### config.mk
export PLATFORM = sky130hd
export DESIGN_NAME = apb_rr_arbiter_flat
export DESIGN_NICKNAME = d
export VERILOG_FILES = /design/src/rtl/apb_rr_arbiter_if.sv /design/src/rtl/apb_rr_arbiter.sv /design/src/flat_wrapper.sv
export SDC_FILE = /design/constraint.sdc
export NUM_CORES = 1
export LEC_CHECK = 0
export CAP_MARGIN = 10
export CORE_UTILIZATION = 41
export CTS_CLUSTER_DIAMETER = 80
export DETAILED_ROUTE_END_ITERATION = 10
export GPL_ROUTABILITY_DRIVEN = 0
export PLACE_DENSITY = 0.83
export SYNTH_ARGS = -nofsm -noshare
export SYNTH_HDL_FRONTEND = slang
export SYNTH_SLANG_ARGS = --single-unit
### constraint.sdc
create_clock -name pclk -period 2.5 [get_ports pclk]
set_input_delay 0.25 -clock pclk [delete_from_list [all_inputs] [get_ports pclk]]
set_output_delay 0.25 -clock pclk [all_outputs]
set_load 0.05 [all_outputs]
### src/rtl/apb_rr_arbiter_if.sv
// ----------------------------------------------------------------
// apb_rr_arbiter_if: requester-side and APB-side bundle of the arbiter
// Rev 1.0
// ----------------------------------------------------------------
`default_nettype none

interface apb_rr_arbiter_if #(
  parameter int DATA_WIDTH = 8,
  parameter int ADDR_WIDTH = 8,
  parameter int NUM_REQ    = 4
);
  logic [NUM_REQ-1:0]            req;
  logic [NUM_REQ-1:0]            req_write;
  logic [NUM_REQ*ADDR_WIDTH-1:0] req_addr;
  logic [NUM_REQ*DATA_WIDTH-1:0] req_wdata;
  logic [NUM_REQ-1:0]            gnt;
  logic [NUM_REQ-1:0]            done;
  logic [DATA_WIDTH-1:0]         rdata;
  logic                          err;
  logic                          psel;
  logic                          penable;
  logic                          pwrite;
  logic [ADDR_WIDTH-1:0]         paddr;
  logic [DATA_WIDTH-1:0]         pwdata;
  logic [DATA_WIDTH-1:0]         prdata;
  logic                          pready;
  logic                          pslverr;

  // master: the arbiter itself; slave: requesters plus APB fabric around it
  modport master (
    input  req, req_write, req_addr, req_wdata, prdata, pready, pslverr,
    output gnt, done, rdata, err, psel, penable, pwrite, paddr, pwdata
  );

  modport slave (
    output req, req_write, req_addr, req_wdata, prdata, pready, pslverr,
    input  gnt, done, rdata, err, psel, penable, pwrite, paddr, pwdata
  );
endinterface

`default_nettype wire

### src/rtl/apb_rr_arbiter.sv
// ----------------------------------------------------------------
// apb_rr_arbiter: round-robin arbiter sharing one APB master port
// Rev 1.0
// ----------------------------------------------------------------
`default_nettype none

module apb_rr_arbiter #(
  parameter int DATA_WIDTH = 8,
  parameter int ADDR_WIDTH = 8,
  parameter int NUM_REQ    = 4,
  parameter int TIMEOUT    = 16
) (
  input  wire                pclk,
  input  wire                rst,
  apb_rr_arbiter_if.master   bus
);

  localparam int WIN_W = $clog2(NUM_REQ);
  localparam int CNT_W = ($clog2(TIMEOUT + 1) < 1) ? 1 : $clog2(TIMEOUT + 1);

  typedef enum logic [1:0] {IDLE = 2'd0, SETUP = 2'd1, ACCESS = 2'd2} state_t;

  state_t                r_state, w_state;
  logic [WIN_W-1:0]      r_last, w_last, r_win, w_win;
  logic [CNT_W-1:0]      r_cnt, w_cnt;
  logic                  r_psel, w_psel, r_penable, w_penable, r_pwrite, w_pwrite;
  logic [ADDR_WIDTH-1:0] r_paddr, w_paddr;
  logic [DATA_WIDTH-1:0] r_pwdata, w_pwdata, r_rdata, w_rdata;
  logic [NUM_REQ-1:0]    r_gnt, w_gnt, r_done, w_done;
  logic                  r_err, w_err;
  logic                  w_found, w_finish;
  logic [WIN_W-1:0]      w_pick, w_idx;

  // Search upward from the slot after the previous winner, wrapping around
  always_comb begin
    w_found = 1'b0;
    w_pick  = r_last;
    w_idx   = '0;
    for (int k = 1; k <= NUM_REQ; k++) begin
      w_idx = WIN_W'((int'(r_last) + k) % NUM_REQ);
      if (!w_found && bus.req[w_idx]) begin
        w_found = 1'b1;
        w_pick  = w_idx;
      end
    end
  end

  always_comb begin
    w_state   = r_state;
    w_last    = r_last;
    w_win     = r_win;
    w_cnt     = r_cnt;
    w_psel    = r_psel;
    w_penable = r_penable;
    w_pwrite  = r_pwrite;
    w_paddr   = r_paddr;
    w_pwdata  = r_pwdata;
    w_rdata   = r_rdata;
    w_gnt     = r_gnt;
    w_done    = '0;
    w_err     = 1'b0;
    w_finish  = 1'b0;
    case (r_state)
      IDLE: begin
        if (w_found) begin
          w_state   = SETUP;
          w_win     = w_pick;
          w_cnt     = '0;
          w_psel    = 1'b1;
          w_penable = 1'b0;
          w_pwrite  = bus.req_write[w_pick];
          w_paddr   = bus.req_addr[w_pick*ADDR_WIDTH +: ADDR_WIDTH];
          w_pwdata  = bus.req_wdata[w_pick*DATA_WIDTH +: DATA_WIDTH];
          w_gnt     = NUM_REQ'(1) << w_pick;
        end
      end
      SETUP: begin
        w_penable = 1'b1;
        w_state   = ACCESS;
      end
      ACCESS: begin
        if (bus.pready) begin
          w_finish = 1'b1;
          w_err    = bus.pslverr;
          if (!r_pwrite) w_rdata = bus.prdata;
        end else if ((TIMEOUT != 0) && (r_cnt == CNT_W'(TIMEOUT - 1))) begin
          w_finish = 1'b1;
          w_err    = 1'b1;
        end else begin
          w_cnt = r_cnt + 1'b1;
        end
      end
      default: w_state = IDLE;
    endcase
    // Normal completion and timeout abort retire the transfer identically
    if (w_finish) begin
      w_state   = IDLE;
      w_psel    = 1'b0;
      w_penable = 1'b0;
      w_pwrite  = 1'b0;
      w_gnt     = '0;
      w_done    = r_gnt;
      w_last    = r_win;
    end
  end

  always_ff @(posedge pclk or posedge rst) begin
    if (rst) begin
      r_state   <= IDLE;
      r_last    <= WIN_W'(NUM_REQ - 1);
      r_win     <= '0;
      r_cnt     <= '0;
      r_psel    <= 1'b0;
      r_penable <= 1'b0;
      r_pwrite  <= 1'b0;
      r_paddr   <= '0;
      r_pwdata  <= '0;
      r_rdata   <= '0;
      r_gnt     <= '0;
      r_done    <= '0;
      r_err     <= 1'b0;
    end else begin
      r_state   <= w_state;
      r_last    <= w_last;
      r_win     <= w_win;
      r_cnt     <= w_cnt;
      r_psel    <= w_psel;
      r_penable <= w_penable;
      r_pwrite  <= w_pwrite;
      r_paddr   <= w_paddr;
      r_pwdata  <= w_pwdata;
      r_rdata   <= w_rdata;
      r_gnt     <= w_gnt;
      r_done    <= w_done;
      r_err     <= w_err;
    end
  end

  assign bus.psel    = r_psel;
  assign bus.penable = r_penable;
  assign bus.pwrite  = r_pwrite;
  assign bus.paddr   = r_paddr;
  assign bus.pwdata  = r_pwdata;
  assign bus.rdata   = r_rdata;
  assign bus.gnt     = r_gnt;
  assign bus.done    = r_done;
  assign bus.err     = r_err;

endmodule

`default_nettype wire
### src/flat_wrapper.sv
// flat-port wrapper written by rule: the top's interface ports become plain ports
module apb_rr_arbiter_flat 
#(
  parameter int DATA_WIDTH = 8,
  parameter int ADDR_WIDTH = 8,
  parameter int NUM_REQ    = 4,
  parameter int TIMEOUT    = 16
)
  (pclk, rst, bus_req, bus_req_write, bus_req_addr, bus_req_wdata, bus_prdata, bus_pready, bus_pslverr, bus_gnt, bus_done, bus_rdata, bus_err, bus_psel, bus_penable, bus_pwrite, bus_paddr, bus_pwdata);
  apb_rr_arbiter_if #(.DATA_WIDTH(DATA_WIDTH), .ADDR_WIDTH(ADDR_WIDTH), .NUM_REQ(NUM_REQ)) bus_i ();
  input  wire pclk;
  input  wire rst;
  input wire logic [$bits(bus_i.req)-1:0] bus_req;
  input wire logic [$bits(bus_i.req_write)-1:0] bus_req_write;
  input wire logic [$bits(bus_i.req_addr)-1:0] bus_req_addr;
  input wire logic [$bits(bus_i.req_wdata)-1:0] bus_req_wdata;
  input wire logic [$bits(bus_i.prdata)-1:0] bus_prdata;
  input wire logic [$bits(bus_i.pready)-1:0] bus_pready;
  input wire logic [$bits(bus_i.pslverr)-1:0] bus_pslverr;
  output wire logic [$bits(bus_i.gnt)-1:0] bus_gnt;
  output wire logic [$bits(bus_i.done)-1:0] bus_done;
  output wire logic [$bits(bus_i.rdata)-1:0] bus_rdata;
  output wire logic [$bits(bus_i.err)-1:0] bus_err;
  output wire logic [$bits(bus_i.psel)-1:0] bus_psel;
  output wire logic [$bits(bus_i.penable)-1:0] bus_penable;
  output wire logic [$bits(bus_i.pwrite)-1:0] bus_pwrite;
  output wire logic [$bits(bus_i.paddr)-1:0] bus_paddr;
  output wire logic [$bits(bus_i.pwdata)-1:0] bus_pwdata;
  assign bus_i.req = bus_req;
  assign bus_i.req_write = bus_req_write;
  assign bus_i.req_addr = bus_req_addr;
  assign bus_i.req_wdata = bus_req_wdata;
  assign bus_i.prdata = bus_prdata;
  assign bus_i.pready = bus_pready;
  assign bus_i.pslverr = bus_pslverr;
  assign bus_gnt = bus_i.gnt;
  assign bus_done = bus_i.done;
  assign bus_rdata = bus_i.rdata;
  assign bus_err = bus_i.err;
  assign bus_psel = bus_i.psel;
  assign bus_penable = bus_i.penable;
  assign bus_pwrite = bus_i.pwrite;
  assign bus_paddr = bus_i.paddr;
  assign bus_pwdata = bus_i.pwdata;
  apb_rr_arbiter #(.DATA_WIDTH(DATA_WIDTH), .ADDR_WIDTH(ADDR_WIDTH), .NUM_REQ(NUM_REQ), .TIMEOUT(TIMEOUT)) u_core (.pclk(pclk), .rst(rst), .bus(bus_i));
endmodule
==> metrics.yaml <==
status:
  status: "finished, final reports clean"
final_layout:
  num_antenna_cells: 0
  utilization_pct: 66.5
  layout.nets: 453
  area_growth_pct: 54.7
  fin_area_um2: 3980
  stdcell_count: 443
  nFillCells: 462
  layout-drive-gt1-share_pct: 17.1
clocking:
  htree_levels: 2
  cts.sinks: 47
  cts.clk_slew.worst_paths_ns: 0.08
  cts_hold_buf: 0
  cts_tree: "yes"
  ctsLongestPathBuffers: 2
  post_cts_buffers: 0
  post_cts_resized: 0
  cts_buffers: 5
  cts_root_buf: "clkbuf_8"
  clkLatencyLatePin_ns: 0.29
placement:
  port_buffers: 119
  dpl-instance-area_um2: 3890
  place_hpwl_um: 5680
  dp_cells: 435
logic_synthesis:
  syn_inst: 243
  synth.distinct_cells: 46
  ys.flop_type: "dfrtp_1"
  async_reset_ff_share_pct: 100
  synth-seq-cells: 47
  syn_nets: 329
  avgSynthCellArea_um2: 10.6
  yosys_warnings: 0
  synth_edf_count: 0
  syn_area_um2: 2570
  ys_seq_area_share_pct: 45.8
floorplan:
  core_area_um2: 5990
  die_area_um2: 6600
  pin_count: 120
  die-height_um: 81.3
  start_util_pct: 43.0
  row_count: 28
  die_w_um: 81.3
sta:
  setup_viol: 0
  tightest_slew_ns: 1.07
  min_period_over_period_pct: 89.6
  totalNegativeSetupSlack_ns: 0
  final.min_clock_period_ns: 2.24
  timing.final.hold_violations: 0
  relSlewSlack_pct: 28.4
  maxSlewViolCount: 0
  rsz0062_at_grt: "false"
  fmax_mhz: 447
  skew_ns: 0.00671
global_route:
  antenna_found_initial: 0
  track_usage_pct: 23.2
  grt_pass1_vias: 2472
  grt_overflow_total: 0
  grt_max_degree: 20
  grt_pass1_wl_um: 11400
setup_path:
  path_class: "reg -> reg"
  cp-start-kind: "flip-flop"
  crit_fanout: 13
  cp-end-kind: "flip-flop"
  r2r_start: "u_core.r_last[1]$_DFFE_PP1P_"
  startpoint: "u_core.r_last[1]$_DFFE_PP1P_"
  r2r_setup_slack_ns: 0.26
  worstPathRequired_ns: 2.67
  arrival_ns: 2.41
route:
  vias: 2423
  ant_nets: 0
  vias_per_cell: 5.47
  routed_wl_um: 7150
  post-route-drc-count: 0
  routedWlPerCell_um: 16.1
  dr.pass1.iters: 4
  drtIter0Drc: 95
hold_path:
  hp-class: "in -> async"
pwr:
  total_leakage_power_uw: 0.00169
  peakVddDrop_uv: 732
  fin_total_pwr_uw: 4800
  power_density_nw_per_um2: 1200
job:
  maxCapViolCount: 0
[critical path, cell delays in order (launching register included)]
cell,delay [ns]
dfstp_2,0.64
mux2i_2,0.35
o22ai_4,0.13
nor2_2,0.16
buf_12,0.19
mux2_4,0.31
a221o_1,0.33
[per-stage QoR]
| stage | setup WS (ns) | hold WS [ns] |
|---|---|---|
| 3_3_place_gp | 0.0948 | 0.450 |
| 2_1_floorplan | 0.420 | 0.337 |
| 3_5_place_dp | 0.0129 | 0.463 |
| 6_report | 0.261 | 0.241 |
| 5_1_grt | 0.156 | 0.262 |
| 4_1_cts | 0.271 | 0.248 |
[per-layer routing]
metal  vias to the layer above  global-route usage, %  wire length [µm]
li1                       1137                      -                 -
met1                      1151                   23.9              2580
met2                       119                   41.8              3700
met3                        16                   7.87               703
met4                         0                   11.4               168
met5                         -                      0                 0
[area by class of cell]
| cell class | instances | area (µm²) | area share, % |
|---|---|---|---|
| clock inverter | 1 | 5.00 | 0.126 |
| multi-input combinational | 174 | 1280 | 32.1 |
| timing repair buffer | 135 | 1320 | 33.2 |
| sequential | 47 | 1180 | 29.6 |
| inverter | 4 | 17.5 | 0.440 |
| tap | 75 | 93.8 | 2.36 |
| clock buffer | 7 | 86.3 | 2.17 |
[cell usage in the layout, fill, tap and decap left out, types with 2 or more instances in the layout]
master / netlist / routed
clkdlybuf4s50_1: 0 / 119
dfrtp_1: 45 / 45
nand3_1: 25 / 25
o21ai_0: 23 / 23
nand2_1: 18 / 18
a21oi_1: 18 / 18
mux2_4: 16 / 16
a221o_1: 16 / 16
buf_4: 2 / 15
mux2_2: 8 / 8
nor2_1: 7 / 7
clkbuf_8: 0 / 6
nand2b_1: 4 / 4
and2_1: 4 / 4
nor3_1: 3 / 3
or3_1: 2 / 2
o21a_1: 2 / 2
or2_2: 2 / 2
a21o_1: 2 / 2
xor2_1: 2 / 2
inv_1: 3 / 2
a211oi_1: 2 / 2
ha_1: 2 / 2
dfstp_2: 2 / 2
[registers in the layout, summed over array words and instances, names as in the netlist, 2 cells and up]
| name | flops |
|---|---|
| u_core.bus.paddr | 8 |
| u_core.r_last | 2 |
| u_core.r_cnt | 5 |
| u_core.bus.done | 4 |
| u_core.bus.pwdata | 8 |
| u_core.bus.gnt | 4 |
| u_core.bus.rdata | 8 |
| u_core.r_state | 2 |
| u_core.r_win | 2 |
[final timing paths]
| path | cells after the start | endpoint |
|---|---|---|
| max | 6 | u_core.bus.paddr[5]$_DFFE_PP0P_ |
| min | 2 | u_core.bus.paddr[2]$_DFFE_PP0P_ |
| min reg2reg | 2 | u_core.r_last[0]$_DFFE_PP1P_ |
| max in group asynchronous | 3 | u_core.r_last[1]$_DFFE_PP1P_ |
| max reg2reg | 6 | u_core.bus.paddr[5]$_DFFE_PP0P_ |
| min in group pclk | 2 | u_core.r_last[0]$_DFFE_PP1P_ |
[cell families after synthesis]
| logic type | share of synthesized area [%] |
|---|---|
| flip-flops | 45.8 |
| buffers and inverters | 4.57 |
| multiplexers | 13.4 |
| adder cells (fa/ha/maj) | 0.972 |
| XOR/XNOR | 0.680 |
| AO/OA/AOI/OAI | 19.2 |
| AND/OR/NAND/NOR | 15.5 |
[power breakdown]
part / total, µW / internal, µW / switching, µW
logic: 3020 / 1240 / 1780
registers: 1300 / 1090 / 217
clock network: 468 / 223 / 244
total: 4800 / 2550 / 2240
[Yosys cell counts (2+ instances only)]
cell type | number | area share (%)
a211oi_1 | 2 | 0.58
a21o_1 | 2 | 0.58
a21oi_1 | 18 | 3.5
a221o_1 | 16 | 6.2
and2_1 | 4 | 0.97
buf_2 | 7 | 1.4
buf_4 | 2 | 0.58
buf_6 | 2 | 0.87
clkbuf_1 | 5 | 0.73
dfrtp_1 | 45 | 44
dfstp_2 | 2 | 2.0
ha_1 | 2 | 0.97
inv_1 | 3 | 0.44
mux2_2 | 8 | 3.5
mux2_4 | 16 | 9.3
nand2_1 | 18 | 2.6
nand2b_1 | 4 | 0.97
nand3_1 | 25 | 4.9
nor2_1 | 7 | 1.0
nor3_1 | 3 | 0.58
o21a_1 | 2 | 0.58
o21ai_0 | 23 | 4.5
or2_2 | 2 | 0.49
or3_1 | 2 | 0.49
xor2_1 | 2 | 0.68
Note: power is estimated with default switching activity, not from simulation.
